File: config.mk
export PLATFORM = sky130hd
export DESIGN_NAME = ifu_fetch_resp
export DESIGN_NICKNAME = d
export VERILOG_FILES = /design/src/rtl/ifu_fetch_resp.sv
export SDC_FILE = /design/constraint.sdc
export NUM_CORES = 1
export LEC_CHECK = 0
export BUFFER_PORTS_ARGS = -buffer_cell sky130_fd_sc_hd__buf_2
export CORE_ASPECT_RATIO = 0.7
export CORE_MARGIN = 1.5
export CORE_UTILIZATION = 45
export CTS_BUF_LIST = sky130_fd_sc_hd__clkbuf_16
export DETAILED_ROUTE_END_ITERATION = 6
export PLACE_DENSITY = 0.76
export SLEW_MARGIN = 20
export SYNTH_ARGS = -nofsm -noshare
export SYNTH_HDL_FRONTEND = slang
export SYNTH_SLANG_ARGS = --single-unit
File: constraint.sdc
create_clock -name clk -period 6.8 [get_ports clk]
set_input_delay 0.34 -clock clk [delete_from_list [all_inputs] [get_ports clk]]
set_output_delay 0.34 -clock clk [all_outputs]
set_load 0.01 [all_outputs]
File: src/rtl/ifu_fetch_resp.sv
// Instruction fetch responder: PC fetch requests -> instruction memory bus -> response FIFO to decode.
// Define IFU_PERF_CNT_EN to add the perf_fetch_cnt / perf_stall_cnt outputs.
module ifu_fetch_resp #(
    parameter int ADDR_W     = 32,
    parameter int DATA_W     = 32,
    parameter int FIFO_DEPTH = 2
) (
    input  logic              clk,
    input  logic              rst,
    input  logic              req_valid,
    output logic              req_ready,
    input  logic [ADDR_W-1:0] req_addr,
    input  logic              flush,
    output logic              mem_req,
    output logic [ADDR_W-1:0] mem_addr,
    input  logic              mem_gnt,
    input  logic              mem_rvalid,
    input  logic [DATA_W-1:0] mem_rdata,
    output logic              rsp_valid,
    input  logic              rsp_ready,
    output logic [ADDR_W-1:0] rsp_addr,
    output logic [DATA_W-1:0] rsp_inst,
    output logic              rsp_err
`ifdef IFU_PERF_CNT_EN
    ,
    output logic [31:0]       perf_fetch_cnt,
    output logic [31:0]       perf_stall_cnt
`endif
);

    localparam int PTR_W = (FIFO_DEPTH > 1) ? $clog2(FIFO_DEPTH) : 1;
    localparam int CNT_W = PTR_W + 1;
    localparam logic [CNT_W-1:0] DEPTH_C = CNT_W'(FIFO_DEPTH);

    typedef enum logic [1:0] {
        ST_IDLE = 2'd0,
        ST_REQ  = 2'd1,
        ST_WAIT = 2'd2,
        ST_DROP = 2'd3
    } state_e;

    state_e            state_r;
    state_e            state_next_s;
    logic              drop_r;
    logic              mem_req_r;
    logic [ADDR_W-1:0] mem_addr_r;

    logic [ADDR_W-1:0]     fifo_addr_r [FIFO_DEPTH];
    logic [DATA_W-1:0]     fifo_inst_r [FIFO_DEPTH];
    logic [FIFO_DEPTH-1:0] fifo_err_r;
    logic [PTR_W-1:0]      wr_ptr_r;
    logic [PTR_W-1:0]      rd_ptr_r;
    logic [CNT_W-1:0]      count_r;

    logic              req_ready_s;
    logic              accept_s;
    logic              misalign_s;
    logic              launch_s;
    logic              fetch_done_s;
    logic              push_s;
    logic              pop_s;
    logic              rsp_valid_s;
    logic [ADDR_W-1:0] push_addr_s;
    logic [DATA_W-1:0] push_inst_s;
    logic              push_err_s;

    // State register; drop_r remembers a flush seen while the request is still awaiting grant
    always_ff @(posedge clk or posedge rst) begin
        if (rst) begin
            state_r <= ST_IDLE;
            drop_r  <= 1'b0;
        end else begin
            state_r <= state_next_s;
            drop_r  <= (state_r == ST_REQ) & ~mem_gnt & (drop_r | flush);
        end
    end

    // Next-state logic
    always_comb begin
        state_next_s = state_r;
        case (state_r)
            ST_IDLE: begin
                if (launch_s) state_next_s = ST_REQ;
                else          state_next_s = ST_IDLE;
            end
            ST_REQ: begin
                if (mem_gnt) begin
                    if (drop_r | flush) state_next_s = ST_DROP;
                    else                state_next_s = ST_WAIT;
                end else begin
                    state_next_s = ST_REQ;
                end
            end
            ST_WAIT: begin
                if (mem_rvalid) state_next_s = ST_IDLE;
                else if (flush) state_next_s = ST_DROP;
                else            state_next_s = ST_WAIT;
            end
            ST_DROP: begin
                if (mem_rvalid) state_next_s = ST_IDLE;
                else            state_next_s = ST_DROP;
            end
            default: state_next_s = ST_IDLE;
        endcase
    end

    // Handshake decode; a response arriving together with flush is discarded
    always_comb begin
        rsp_valid_s  = (count_r != {CNT_W{1'b0}});
        req_ready_s  = ~rst & (state_r == ST_IDLE) & (count_r < DEPTH_C) & ~flush;
        accept_s     = req_valid & req_ready_s;
        misalign_s   = accept_s & (req_addr[1:0] != 2'b00);
        launch_s     = accept_s & (req_addr[1:0] == 2'b00);
        fetch_done_s = (state_r == ST_WAIT) & mem_rvalid & ~flush;
        push_s       = fetch_done_s | misalign_s;
        pop_s        = rsp_valid_s & rsp_ready & ~flush;
        if (misalign_s) begin
            push_addr_s = req_addr;
            push_inst_s = {DATA_W{1'b0}};
            push_err_s  = 1'b1;
        end else begin
            push_addr_s = mem_addr_r;
            push_inst_s = mem_rdata;
            push_err_s  = 1'b0;
        end
    end

    // Memory request port: raised on accept, held with a stable address until granted
    always_ff @(posedge clk or posedge rst) begin
        if (rst) begin
            mem_req_r  <= 1'b0;
            mem_addr_r <= {ADDR_W{1'b0}};
        end else if (launch_s) begin
            mem_req_r  <= 1'b1;
            mem_addr_r <= req_addr;
        end else if (mem_req_r && mem_gnt) begin
            mem_req_r  <= 1'b0;
        end
    end

    // Response FIFO storage
    always_ff @(posedge clk or posedge rst) begin
        if (rst) begin
            for (int i = 0; i < FIFO_DEPTH; i++) begin
                fifo_addr_r[i] <= {ADDR_W{1'b0}};
                fifo_inst_r[i] <= {DATA_W{1'b0}};
            end
            fifo_err_r <= {FIFO_DEPTH{1'b0}};
        end else if (push_s) begin
            fifo_addr_r[wr_ptr_r] <= push_addr_s;
            fifo_inst_r[wr_ptr_r] <= push_inst_s;
            fifo_err_r[wr_ptr_r]  <= push_err_s;
        end
    end

    // Response FIFO pointers and occupancy; flush empties it outright
    always_ff @(posedge clk or posedge rst) begin
        if (rst) begin
            wr_ptr_r <= {PTR_W{1'b0}};
            rd_ptr_r <= {PTR_W{1'b0}};
            count_r  <= {CNT_W{1'b0}};
        end else if (flush) begin
            wr_ptr_r <= {PTR_W{1'b0}};
            rd_ptr_r <= {PTR_W{1'b0}};
            count_r  <= {CNT_W{1'b0}};
        end else begin
            if (push_s) wr_ptr_r <= wr_ptr_r + PTR_W'(1'b1);
            if (pop_s)  rd_ptr_r <= rd_ptr_r + PTR_W'(1'b1);
            case ({push_s, pop_s})
                2'b10:   count_r <= count_r + CNT_W'(1'b1);
                2'b01:   count_r <= count_r - CNT_W'(1'b1);
                default: count_r <= count_r;
            endcase
        end
    end

`ifdef IFU_PERF_CNT_EN
    logic [31:0] perf_fetch_cnt_r;
    logic [31:0] perf_stall_cnt_r;

    // Performance counters, free-running and unaffected by flush
    always_ff @(posedge clk or posedge rst) begin
        if (rst) begin
            perf_fetch_cnt_r <= 32'd0;
            perf_stall_cnt_r <= 32'd0;
        end else begin
            if (push_s)             perf_fetch_cnt_r <= perf_fetch_cnt_r + 32'd1;
            if (state_r != ST_IDLE) perf_stall_cnt_r <= perf_stall_cnt_r + 32'd1;
        end
    end

    assign perf_fetch_cnt = perf_fetch_cnt_r;
    assign perf_stall_cnt = perf_stall_cnt_r;
`endif

    assign req_ready = req_ready_s;
    assign mem_req   = mem_req_r;
    assign mem_addr  = mem_addr_r;
    assign rsp_valid = rsp_valid_s;
    assign rsp_addr  = fifo_addr_r[rd_ptr_r];
    assign rsp_inst  = fifo_inst_r[rd_ptr_r];
    assign rsp_err   = fifo_err_r[rd_ptr_r];

endmodule

* Word level (Yosys, flattened, before mapping)
Index checks and enable logic that the tools add are counted.
** Storage, ports and cells
- Output and inout port bits :: 100
- Logic and storage cells :: 91
- Bits of input ports :: 71
- Register bits after elaboration :: 170
** Cells by class
- Multiplexer cells :: 33
- Add/sub/neg operators :: 4
- Magnitude comparators :: 7
- Equality and inequality tests :: 5
- Reduce and logical (&&, ||, !) cells :: 11
- Bitwise logic cells :: 19
** Operator list (count)
- $mux 32 :: 9
- $bwmux 64 :: 2
- $demux 32 s1 :: 1
- $mux 1 :: 13
- $and 1x1->1 :: 12
- $reduce_bool 2->1 :: 5
- $mux 2 :: 4
- $pmux 2 s4 :: 1
- $eq 2x2->1 const B :: 3
- $eq 2x1->1 const B :: 2
- $ge 2x2->1 const B :: 2
- $logic_not 2->1 :: 2
- $lt 1x2->1 const B :: 2
- $not 1->2 :: 2
- $pmux 2 s2 :: 1
- $logic_and 1x1->1 :: 3
- $not 1->1 :: 3
- $reduce_bool 3->1 :: 1
- $add 1x1->1 const B :: 2
- $add 2x1->2 const B :: 1
- $bwmux 2 :: 1
- $lt 2x1->1 const B :: 1
- $lt 2x2->1 const B :: 1
- $or 1x1->1 :: 2
- 3 further kinds :: 3

* Depth between registers and ports, before layout
- Depth after elaboration :: 10
- Mapped depth :: 8
- Gate-level depth less buffers :: 4

* Worst setup path before layout
OpenSTA, ideal clock, no wires.
- Path type :: in2reg
- From :: input flush
- To :: register mem_addr_r[10] (netlist: mem_addr[10])
- Stages :: 7
- Setup time :: 0.125 ns
- Setup slack :: 4.549 ns
- Buffers on the path :: 3
- Required time :: 6.675 ns
- Arrival :: 2.126 ns
- Path through :: clkbuf_1 or2_2 nor4_1 and3_1 buf_2 buf_4 mux2_2
** Between the ends
- Longest elaborated chain between the ends :: 4
** RTL lines
- start, declared :: RTL line 13 : input logic flush,
- $not 1->1 :: RTL line 110 : req_ready_s = ~rst & (state_r == ST_IDLE) & (count_r < DEPTH_C) & ~flush;
- $and 1x1->1 :: RTL line 110
- named net req_ready :: RTL line 11 : output logic req_ready,
- $and 1x1->1 :: RTL line 111 : accept_s = req_valid & req_ready_s;
- $and 1x1->1 :: RTL line 113 : launch_s = accept_s & (req_addr[1:0] == 2'b00);
- end signal, assigned :: RTL line 132 : mem_addr_r <= {ADDR_W{1'b0}};
- end signal, assigned :: RTL line 135 : mem_addr_r <= req_addr;
- end, declared :: RTL line 46 : logic [ADDR_W-1:0] mem_addr_r;
The timed path passes the listed nets, and every way through them passes these cells.
A chain may end at the register's enable or synchronous reset.

* Worst setup path after layout
- From :: register state_r[1]
- To :: register fifo_inst_r[30] in the netlist's numbering
** Between the ends
- Longest elaborated chain between the ends :: 8
- Elaborated cells between the ends (all ways) :: 12
- Those cells by class :: eq/ne (1); mux (2); bitwise (8); reduce/logical (1)
** RTL lines
- start, declared :: RTL line 42 : state_e state_r;
- start signal, assigned :: RTL line 73 : state_r <= state_next_s;
- $logic_not 2->1 :: RTL line 110
- $and 1x1->1 (3 in a row) :: RTL line 110
- $and 1x1->1 :: RTL line 111
- $and 1x1->1 :: RTL line 112 : misalign_s = accept_s & (req_addr[1:0] != 2'b00);
- $mux 32 :: RTL line 117 : if (misalign_s) begin
- $bwmux 64 :: RTL line 151 : fifo_inst_r[wr_ptr_r] <= push_inst_s;
- end signal, assigned by index :: RTL line 146 : fifo_inst_r[i] <= {DATA_W{1'b0}};
- end signal, assigned by index :: RTL line 151
- end, declared :: RTL line 49 : logic [DATA_W-1:0] fifo_inst_r [FIFO_DEPTH];
Several ways; a longest one is shown, not always the timed one.

==> results.yml <==
outcome:
  status: "finished, final reports clean"
logic_synthesis:
  ys_top_cells_by_area: "dfrtp_1 55%, mux2_2 14%, mux2i_1 8.1%"
  synth-adder-area-share_pct: 0
  ys_types: 36
  synthXorXnorAreaFrac_pct: 0.225
  synth_area_um2: 7780
  synth_edf_count: 0
  synthCells: 685
  synth_top_area_share_pct: 54.6
  synth_warnings: 0
  avgSynthCellArea_um2: 11.4
  synth_compound_area_share_pct: 13.3
  seq_area_frac_synth_pct: 54.6
  netlist.top_cell.by_area: "dfrtp_1"
  synth_ff_type: "dfrtp_1"
  async_flop_share_pct: 100
  synth_fp_nets: 756
  ys_ff_latch: 170
  synth_top_family_by_area: "multiplexers"
  synth_mux_area_share_pct: 22.4
  yosysMostFrequentCell: "dfrtp_1"
  synth-simple-area-share_pct: 3.73
  synth_common_cells: "170 x dfrtp_1, 95 x mux2_2, 67 x o21ai_0"
place:
  port-buffer-count: 170
  routabilityCongestion: 0.785
  hpwlAfterDp_um: 10900
  dp_slack_ns: 3.22
die:
  initial_core_util_pct: 45.6
  rows: 40
  core_um2: 17100
  die_height_um: 113
  pin_count: 171
  dieArea_um2: 18100
  die_w_um: 160
sta:
  fin_ws_ns: 3.22
  finalHoldViolations: 0
  max_freq_mhz: 279
  finalSetupViolCount: 0
  maxSlewHeadroom_pct: 26.9
  fin_crit_ns: 3.58
  worst_slew_pin_slew_ns: 1.09
  drv_slew: 0
  finClkSkew_ns: 0.00777
  finalSetupTns_ns: 0
  rsz0062_at_grt: "no"
  fin_crit_sh_pct: 52.7
setup_path:
  path_max_fanout: 64
  path_class: "flop to flop"
  critPathLaunchType: "flop"
  worstSetupEndpointType: "flop"
  crit_top_cell: "buf_4"
  r2r_cells: 6
  path_cells: "or4b_4 -> o31a_2 -> buf_4 -> nor2_4 -> buf_4 -> mux2i_1"
  rr_startpoint: "state_r[1]"
  cp_slowest_stage_delay_ns: 0.91
  critPathSlowestCell: "nor2_4"
  worst-r2r-setup-slack_ns: 3.22
  reg2reg_to: "fifo_inst_r[30]"
  cp_data_arrival_time_ns: 3.92
  required_ns: 7.14
power:
  ir_worst_vdd_v: 0.000200
  power_density_nw_per_um2: 432
  leakagePower_nw: 4.69
  p_total_mw: 4.02
final_layout:
  area_growth_pct: 19.8
  drive_gt1_share_pct: 37.2
  finalNetCount: 897
  n_antenna_cell: 0
  final_core_util_pct: 54.6
clock_network:
  cts_sinks: 170
  htreeDepth: 4
  cts-root-buf: "clkbuf_16"
  cts_buffers: 17
  post-cts-setup-buffer-count: 0
  cts_tree: "done"
  clk_latency_ns: 0.42
  ctsResizeCount: 0
  cts_buffer_depth: 2
  path_clk_slew_ns: 0.06
  ctsHoldBuffers: 0
route:
  vias: 5679
  drt_first_pass_iters: 4
  routedWlPerCell_um: 16.7
  drt-total-wl_um: 17900
  final_antenna_net_count: 0
  viasPerCell: 5.31
  drc_errors: 0
  first_iter_violations: 229
grt:
  grt_pass1_wl_um: 28800
  gr-usage-all-layers_pct: 20.2
  overflow: 0
  grt_max_degree: 95
  grt_pass1_vias: 5617
  antenna_found_initial: 0
hold_path:
  holdCritPathClass: "primary input to asynchronous set/reset pin"
job:
  max_cap_viol_count: 0
[final cells by class]
type / count / area [um2]
fillers: 1497 / 7740
multi-input cells: 423 / 3100
well taps: 231 / 289
clock buffers: 17 / 425
clock inverters: 15 / 208
inverters: 38 / 148
flip-flops and latches: 170 / 4260
repair buffers: 176 / 896
[power breakdown]
group          total, mW  leakage (nW)  switching [mW]  internal [mW]
clock               1.05         0.312           0.399          0.646
sequential          1.66          2.08           0.229           1.43
combinational       1.32          2.29           0.705          0.615
[through the flow]
step | instances | hold slack, ns | cell area [um2]
3_5_place_dp | 1038 | 0.474 | 8690
3_3_place_gp | 1038 | 0.463 | 8690
2_1_floorplan | 685 | 0.413 | 7780
5_1_grt | 1070 | 0.115 | 9320
4_1_cts | 1070 | 0.109 | 9320
6_report | 1070 | 0.0905 | 9320
[logic make-up (layout without fill, tap and decap cells)]
logic type,after synthesis,after routing
muxes,162,162
xor gates and xnor gates,2,2
DFF,170,170
AOI/OAI and AO/OA,198,198
buffers and inverters,92,246
and+or+nand+nor,61,61
[registers in the layout (all words and copies together), names as in the netlist]
signal,cells
fifo_addr_r,64
fifo_inst_r,64
mem_addr,32
count_r,2
fifo_err_r,2
state_r,2
drop_r,1
mem_req,1
rd_ptr_r,1
wr_ptr_r,1
[critical path, delay by kind of cell (launching register included)]
| family | cells | cell delay (ns) |
|---|---|---|
| and+or+nand+nor | 2 | 1.51 |
| muxes | 1 | 0.25 |
| AOI/OAI and AO/OA | 1 | 0.30 |
| DFF | 1 | 0.47 |
| buffers and inverters | 2 | 0.90 |
[worst max path at each step]
stage	startpoint	to	slack (ns)	cells after the start
after global placement	state_r[1]	fifo_inst_r[29]	3.30	6
after floorplan	rst	count_r[0]	1.86	1
after global routing	state_r[1]	fifo_inst_r[30]	3.01	6
final	state_r[1]	fifo_inst_r[30]	3.22	6
after detailed placement	state_r[1]	fifo_inst_r[30]	3.22	6
after CTS	state_r[1]	fifo_inst_r[30]	3.21	6
[layer usage]
metal / up-vias / track usage (%) / part of all wire [%]
met1: 2815 / 28.7 / 49
met2: 181 / 30.8 / 45
met3: 15 / 4.66 / 5.8
met5: - / 0 / 0
li1: 2668 / - / -
met4: 0 / 6.48 / 1.1
[cells in the final DEF, fill, tap and decap left out, types with 17 or more instances in the layout]
cell type / instances
nand2_1: 37
o21ai_1: 60
o21ai_0: 67
dfrtp_1: 168
a21oi_1: 62
mux2i_1: 63
clkbuf_16: 17
inv_1: 39
buf_2: 170
mux2_2: 95
Power figures use the tool's default switching activity.
